<file path="config.mk">
export PLATFORM = sky130hd
export DESIGN_NAME = rf_alu_decode_unit
export DESIGN_NICKNAME = d
export VERILOG_FILES = /design/src/rtl/rf_alu_decode_unit.sv
export SDC_FILE = /design/constraint.sdc
export NUM_CORES = 2
export LEC_CHECK = 0
export ABC_CLOCK_PERIOD_IN_PS = 5850
export BUFFER_PORTS_ARGS = -buffer_cell sky130_fd_sc_hd__buf_2
export CELL_PAD_IN_SITES_DETAIL_PLACEMENT = 1
export CELL_PAD_IN_SITES_GLOBAL_PLACEMENT = 1
export CORE_MARGIN = 4
export CORE_UTILIZATION = 35
export CTS_CLUSTER_SIZE = 8
export DETAILED_ROUTE_END_ITERATION = 8
export PLACE_DENSITY_LB_ADDON = 0.05
export SYNTH_ARGS = -nofsm -noshare
export SYNTH_HDL_FRONTEND = slang
export SYNTH_SLANG_ARGS = --single-unit
</file>
<file path="constraint.sdc">
create_clock -name clk -period 5.85 [get_ports clk]
set_clock_uncertainty 0.05 [all_clocks]
set_input_delay 1.17 -clock clk [delete_from_list [all_inputs] [get_ports clk]]
set_output_delay 1.17 -clock clk [all_outputs]
set_load 0.005 [all_outputs]
</file>
<file path="src/rtl/rf_alu_decode_unit.sv">
// Execute-side datapath slice: 32-entry register file (x0 reads zero),
// one-hot selected ALU and a standalone funct3 one-hot decoder.
module rf_alu_decode_unit #(
  parameter int unsigned XLEN   = 32,
  parameter int unsigned REG_AW = 5
) (
  input  logic              clk,
  input  logic              reset,
  input  logic              rf_wen,
  input  logic [REG_AW-1:0] rf_waddr,
  input  logic [XLEN-1:0]   rf_wdata,
  input  logic [REG_AW-1:0] rf_raddr1,
  output logic [XLEN-1:0]   rf_rdata1,
  input  logic [REG_AW-1:0] rf_raddr2,
  output logic [XLEN-1:0]   rf_rdata2,
  input  logic [XLEN-1:0]   alu_src1,
  input  logic [XLEN-1:0]   alu_src2,
  input  logic [2:0]        alu_op,
  output logic [XLEN-1:0]   alu_result,
  input  logic [2:0]        dec_in,
  output logic [7:0]        dec_out
);

  localparam int unsigned NumRegs = 2 ** REG_AW;
  localparam int unsigned ShW     = $clog2(XLEN);

  // ---------------------------------------------------------------------------
  // Register file
  // ---------------------------------------------------------------------------
  logic [XLEN-1:0] regs_q [NumRegs];

  always_ff @(posedge clk or negedge reset) begin
    if (!reset) begin
      for (int i = 0; i < int'(NumRegs); i++) begin
        regs_q[i] <= '0;
      end
    end else if (rf_wen && (rf_waddr != '0)) begin
      regs_q[rf_waddr] <= rf_wdata;
    end
  end

  // No write-through bypass: reads see the pre-edge contents.
  always_comb begin
    rf_rdata1 = (rf_raddr1 == '0) ? '0 : regs_q[rf_raddr1];
    rf_rdata2 = (rf_raddr2 == '0) ? '0 : regs_q[rf_raddr2];
  end

  // ---------------------------------------------------------------------------
  // ALU: every operation is computed, each gated by its one-hot select bit
  // ---------------------------------------------------------------------------
  logic [7:0]      op_onehot;
  logic [ShW-1:0]  shamt;
  logic [XLEN-1:0] res_add, res_sub, res_and, res_or, res_xor;
  logic [XLEN-1:0] res_sll, res_srl, res_sra;

  always_comb begin
    op_onehot = 8'b1 << alu_op;
    shamt     = alu_src2[ShW-1:0];
    res_add   = alu_src1 + alu_src2;
    res_sub   = alu_src1 - alu_src2;
    res_and   = alu_src1 & alu_src2;
    res_or    = alu_src1 | alu_src2;
    res_xor   = alu_src1 ^ alu_src2;
    res_sll   = alu_src1 << shamt;
    res_srl   = alu_src1 >> shamt;
    res_sra   = $unsigned($signed(alu_src1) >>> shamt);
  end

  always_comb begin
    alu_result = '0;
    alu_result = alu_result | ({XLEN{op_onehot[0]}} & res_add);
    alu_result = alu_result | ({XLEN{op_onehot[1]}} & res_sub);
    alu_result = alu_result | ({XLEN{op_onehot[2]}} & res_and);
    alu_result = alu_result | ({XLEN{op_onehot[3]}} & res_or);
    alu_result = alu_result | ({XLEN{op_onehot[4]}} & res_xor);
    alu_result = alu_result | ({XLEN{op_onehot[5]}} & res_sll);
    alu_result = alu_result | ({XLEN{op_onehot[6]}} & res_srl);
    alu_result = alu_result | ({XLEN{op_onehot[7]}} & res_sra);
  end

  // ---------------------------------------------------------------------------
  // funct3 decoder
  // ---------------------------------------------------------------------------
  always_comb begin
    dec_out = 8'b1 << dec_in;
  end

endmodule

</file>
### Yosys cells after proc, flatten, opt, wreduce, memory -nomap -nowiden

Cells that the tools add are included.
W data, S select, Z words.

| operators by class | value |
|---|---|
| add/subtract/negate cells | 2 |
| multiply operators | 0 |
| div/mod/pow operators | 0 |
| magnitude comparators | 4 |
| equal/unequal tests | 0 |
| shift-type cells | 5 |
| mux-type cells | 11 |
| bitwise operators | 21 |
| reductions and logical operators | 5 |

Operators by type and width:

| cell | count |
|---|---|
| $bwmux W1024 | 1 |
| $bmux W32 S5 | 2 |
| $and A32 B32 Y32 | 9 |
| $or A32 B32 Y32 | 8 |
| $mux W32 | 7 |
| $demux W32 S5 | 1 |
| $add A32 B32 Y32 | 1 |
| $shl A32 B5 Y32 | 1 |
| $shr A32 B5 Y32 | 1 |
| $sshr A32 B5 Y32 | 1 |
| $sub A32 B32 Y32 | 1 |
| $xor A32 B32 Y32 | 1 |
| $ge A6 B6 Y1 const B | 3 |
| $not A5 Y6 | 3 |
| $shl A1 B3 Y8 const A | 2 |
| $logic_not A5 Y1 | 2 |
| $lt A6 B1 Y1 const B | 1 |
| $reduce_bool A5 Y1 | 1 |
| $logic_and A1 B1 Y1 | 2 |

| word-level totals | value |
|---|---|
| register bits after elaboration | 1024 |
| latch bits | 0 |
| bits in writable memories | 0 |
| bits in read-only memories | 0 |
| bits of input ports | 120 |
| output and inout bits | 104 |
| logic and storage cells | 80 |
| memories kept | 0 |

### Logic depth before layout (Yosys ltp)

| logic depth | value |
|---|---|
| depth in word-level cells | 9 |
| mapped depth | 15 |
| gate-level depth less buffers | 13 |

### Worst setup path before layout

Ideal clock, no wire load.

| timing path | value |
|---|---|
| path type | input to output |
| from | input port alu_src2[2] |
| to | output port alu_result[29] |
| arrival time | 4215 ps |
| data required time | 4630 ps |
| setup slack | 415 ps |
| stages | 15 |
| buffers on the path | 4 |
| cells stage by stage | clkbuf_1 > inv_2 > clkbuf_1 > clkbuf_1 > ha_1 > buf_6 > nand3_2 > a2111oi_4 > o311ai_2 > a211oi_2 > a41oi_2 > o2111ai_2 > o311ai_1 > xnor2_1 > a221o_1 |

| between the ends | value |
|---|---|
| word-level cells in the longest chain between the ends | 9 |
| elaborated cells on any way between the ends | 17 |
| classes of those cells | 2 x add/sub; 3 x shift; 12 x bitwise |

Ends and longest elaborated chain:

| what | line | source |
|---|---|---|
| start: declaration | 17 | `input logic [XLEN-1:0] alu_src2,` |
| $add A32 B32 Y32 / $sub A32 B32 Y32 (equally long branches) | 59, 60 |  |
| $and A32 B32 Y32, on equally long branches | 71, 72 |  |
| $or A32 B32 Y32 | 72 | `alu_result = alu_result \| ({XLEN{op_onehot[1]}} & res_sub);` |
| $or A32 B32 Y32 | 73 | `alu_result = alu_result \| ({XLEN{op_onehot[2]}} & res_and);` |
| $or A32 B32 Y32 | 74 | `alu_result = alu_result \| ({XLEN{op_onehot[3]}} & res_or);` |
| $or A32 B32 Y32 | 75 | `alu_result = alu_result \| ({XLEN{op_onehot[4]}} & res_xor);` |
| $or A32 B32 Y32 | 76 | `alu_result = alu_result \| ({XLEN{op_onehot[5]}} & res_sll);` |
| $or A32 B32 Y32 | 77 | `alu_result = alu_result \| ({XLEN{op_onehot[6]}} & res_srl);` |
| $or A32 B32 Y32 (*) | 78 | `alu_result = alu_result \| ({XLEN{op_onehot[7]}} & res_sra);` |
| end: declaration | 19 | `output logic [XLEN-1:0] alu_result,` |

Every way passes the cells marked *; elsewhere a longest branch is shown, timed or not.

### Worst setup path after layout

| timing path | value |
|---|---|
| from | input port alu_src1[0] |
| to | output port alu_result[24] |

| between the ends | value |
|---|---|
| word-level cells in the longest chain between the ends | 9 |
| elaborated cells on any way between the ends | 17 |
| classes of those cells | 2 x add/sub; 3 x shift; 12 x bitwise |

Ends and longest elaborated chain:

| what | line | source |
|---|---|---|
| start: declaration | 16 | `input logic [XLEN-1:0] alu_src1,` |
| $add A32 B32 Y32 / $sub A32 B32 Y32 (equally long branches) | 59, 60 |  |
| $and A32 B32 Y32, on equally long branches | 71, 72 |  |
| $or A32 B32 Y32 | 72 |  |
| $or A32 B32 Y32 | 73 |  |
| $or A32 B32 Y32 | 74 |  |
| $or A32 B32 Y32 | 75 |  |
| $or A32 B32 Y32 | 76 |  |
| $or A32 B32 Y32 | 77 |  |
| $or A32 B32 Y32 (*) | 78 |  |

Marks and branches as above.

==> results by group <==
Clock network
  – Clk slew on worst S/H paths: 50 ps
  – Clk Latency, worst-skew pair: 770 ps
  – Max H-tree Level: 4
  – Clock Path Buffers: 3
  – Post-CTS setup buffer count: 0
  – CTS Buf Count: 146
  – CTS tree: built
  – CTS root buf: clkbuf_16
  – CTS hold repair buffers: 0
  – Clock sink total: 1,024

Worst setup path
  – CP Launch Point: alu_src1[0]
  – Worst r2r path cells: 1
  – CP bufs+invs: 3
  – Crit path cell chain: buf_2 -> ha_1 -> inv_1 -> fa_1 -> nand2b_1 -> a21o_1 -> a22o_1 -> o211ai_1 -> a2111oi_2 -> o31ai_1 -> a21oi_1 -> xnor2_1 -> o21ai_1 -> buf_2
  – Worst R2R Start: regs_q[865]
  – CP Depth: 14
  – CP required: 4630 ps
  – Largest delay contributor family on the critical path: compound AO/OA/AOI/OAI gates
  – CP Class: in2out
  – CP max-delay cell: o211ai_1
  – RR Endpoint: regs_q[865]
  – WP data arrival: 4570 ps
  – Crit Path Max Fanout: 6
  – Slowest Stage Delay on Critical Path: 690 ps
  – Critical path endpoint: alu_result[24]
  – R2R setup slack: 5000 ps
  – CP most frequent cell: buf_2
  – Endpoint class of the critical path: output pin
  – CP startpoint kind: input pin

Drt
  – Starting DRT DRC Count: 2,828
  – Initial DRT Pass Iterations: 7
  – Total routed wirelength: 256,000 um
  – Drt wl/cell: 35.2 um
  – Drt drc: 0
  – Routed Antenna Nets: 0
  – Vias per cell: 6.09
  – Routed via count: 44,291

Timing
  – RSZ-0062 raised after global routing: true
  – Slew Limit Fails: 0
  – Tmin final: 5790 ps
  – Setup slack after layout: 58.4 ps
  – Fin. Hold Viols: 0
  – Hold_ws: 296 ps
  – Fin crit share: 99.0%
  – Max Fclk: 173 MHz
  – Final setup violation count: 0
  – Slew HR: 22.5%
  – Least-Margin Pin Slew: 1160 ps

Floorplan
  – Core area: 178,000 um^2
  – Die width: 431 um
  – Io pins: 224
  – Row cnt: 155
  – Die area: 186,000 um^2
  – Initial core utilization: 35.2%
  – Die H: 431 um

Yosys
  – Synth top area share: 40.8%
  – Largest family of logic cells by synthesized area: multiplexers
  – Mapped Cells: 4,753
  – Synth Area in Compound Gates: 6.85%
  – Flops & latches, synth: 1,024
  – Syn Nets: 4,971
  – Post-synth top area cell: dfrtp_1
  – Async S/R FF share, synth: 100%
  – Number of synthesized flops with an enable pin: 0
  – Mux share of post-synthesis cell area: 42.2%
  – Synth Area in Simple Gates: 3.98%
  – Distinct cells, synth: 90
  – Syn Area/Cell: 13.2 um^2
  – Seq/Total Area, Yosys: 40.8%
  – Top cells by area, synth: dfrtp_1, mux4_2, mux2_2, mux2i_1, clkbuf_1
  – Adder-Cell Fraction of Synth Area: 1.98%
  – Synth Area in XOR/XNOR: 0.363%
  – Post-Syn Area: 62,700 um^2
  – Synth Flop Type: dfrtp_1
  – YS warnings: 0

GRT
  – First-pass GRT wire length: 368,000 um
  – Initial antenna violation count: 22
  – Number of global-route vias before repair: 47,207
  – All-Layer GR Usage: 27.3%
  – Pin count of the biggest net entering global routing: 137
  – Grt ovf: 0

Final layout
  – Layout Nets: 5,113
  – Final Instance Area: 71,900 um^2
  – Largest reg by FF count: regs_q
  – Layout cells sized above 1: 47.6%
  – Largest register FFs: 1,024
  – Most common cell after layout, fill and taps aside: mux2_2
  – Largest regs: regs_q (1024)
  – Synth-to-Final Area Change: 14.5%
  – Commonest cells after routing, fill and taps aside: mux2_2, dfrtp_1, mux4_2

Run status
  – Outcome: completed

Min path
  – Worst Hold Class: in2async

Power and ir drop
  – VDD IR max: 0.332 mV
  – Static leakage: 31.1 nW
  – Power Dens Cells: 318 nW/um^2

Placement
  – IO buf count: 223
  – Pre-CTS setup slack: -43.5 ps
  – GP Congestion: 0.926
  – Post-DP Area: 67,900 um^2
  – Final HPWL DP: 165,000 um

Run
  – Number of max-cap violations: 0
## cell usage after synthesis, types with 8 or more instances
| library cell | number |
|---|---|
| o22ai_1 | 46 |
| a21oi_1 | 154 |
| buf_2 | 62 |
| clkbuf_1 | 339 |
| a21o_1 | 14 |
| o31ai_1 | 10 |
| a211oi_1 | 38 |
| xnor2_1 | 20 |
| and3_1 | 8 |
| o221ai_1 | 36 |
| o21ai_1 | 16 |
| buf_1 | 92 |
| nor2b_1 | 14 |
| buf_4 | 8 |
| a221o_1 | 9 |
| mux2_2 | 1054 |
| mux2i_1 | 198 |
| or3_1 | 9 |
| nand2b_1 | 24 |
| o21bai_1 | 12 |
| nor3_1 | 50 |
| nor2_1 | 242 |
| ha_1 | 96 |
| o21ai_0 | 104 |
| inv_1 | 95 |
| nor4_1 | 8 |
| mux4_2 | 560 |
| a211o_1 | 23 |
| a221oi_1 | 44 |
| nand3_1 | 22 |
| a31oi_1 | 18 |
| dfrtp_1 | 1024 |
| o211ai_1 | 18 |
| nand2_1 | 143 |
| o21a_1 | 9 |
## through the flow
| step | utilization [%] | setup TNS (ps) | power, mW | instances |
|---|---|---|---|---|
| 6_report | 40.3 | 0 | 22.9 | 7277 |
| 5_1_grt | 40.3 | -22.0 | 23.9 | 7272 |
| 4_1_cts | 40.3 | 0 | 23.1 | 7271 |
| 3_5_place_dp | 38.1 | -43.5 | 15.2 | 7102 |
| 3_3_place_gp | 38.1 | 0 | 15.0 | 7102 |
| 2_1_floorplan | - | 0 | 13.0 | 4753 |
## cells by family (layout without fill, tap and decap cells)
family                     after synthesis  in the layout
other                                    0              6
buffers and inverters                  604            767
AOI/OAI and AO/OA                      630            630
adders and majority gates               98             98
xor gates and xnor gates                26             26
and+or+nand+nor                        559            559
muxes                                 1812           1812
DFF                                   1024           1024
## cell type report
class | instances | area, um^2
antenna | 6 | 15.0
clock buffer | 159 | 3810
inverter | 101 | 379
sequential | 1024 | 25600
clock inverter | 10 | 133
fill | 18304 | 107000
multi-input combinational | 3125 | 35000
timing repair buffer | 497 | 3930
tap | 2355 | 2950
## routing by layer
layer / share of wire [%] / global-route usage [%] / wire [um] / vias to the layer above
met5: 0.0051 / 0 / 13 / -
met4: 3.1 / 8.21 / 7900 / 2
met3: 3.6 / 3.08 / 9350 / 354
met2: 51 / 47.7 / 130000 / 1105
met1: 43 / 35.8 / 109000 / 24371
li1: - / - / - / 18459
## worst min-delay path by stage
| stage | depth (start not counted) | start | slack (ps) | to |
|---|---|---|---|---|
| finish | 1 | reset | 300 | regs_q[781] |
| global route | 1 | reset | 340 | regs_q[781] |
| CTS | 1 | reset | 300 | regs_q[781] |
| detailed placement | 0 | regs_q[1022] | 330 | regs_q[1022] |
| global placement | 0 | regs_q[1022] | 330 | regs_q[1022] |
| floorplan | 1 | regs_q[1010] | 390 | regs_q[1010] |
## power breakdown
part	internal (mW)	switching [mW]	total (mW)
clock network	4.55	3.23	7.78
logic	3.11	2.55	5.66
registers	8.45	0.966	9.41
## timing repair
action                                  in CTS  in global routing
endpoints found under the hold margin        0                  0
cloned                                       0                  0
resized for setup                            1                  0
pin swaps                                    0                  1
endpoints found under the setup margin       1                  2
Power figures use the tool's default switching activity.
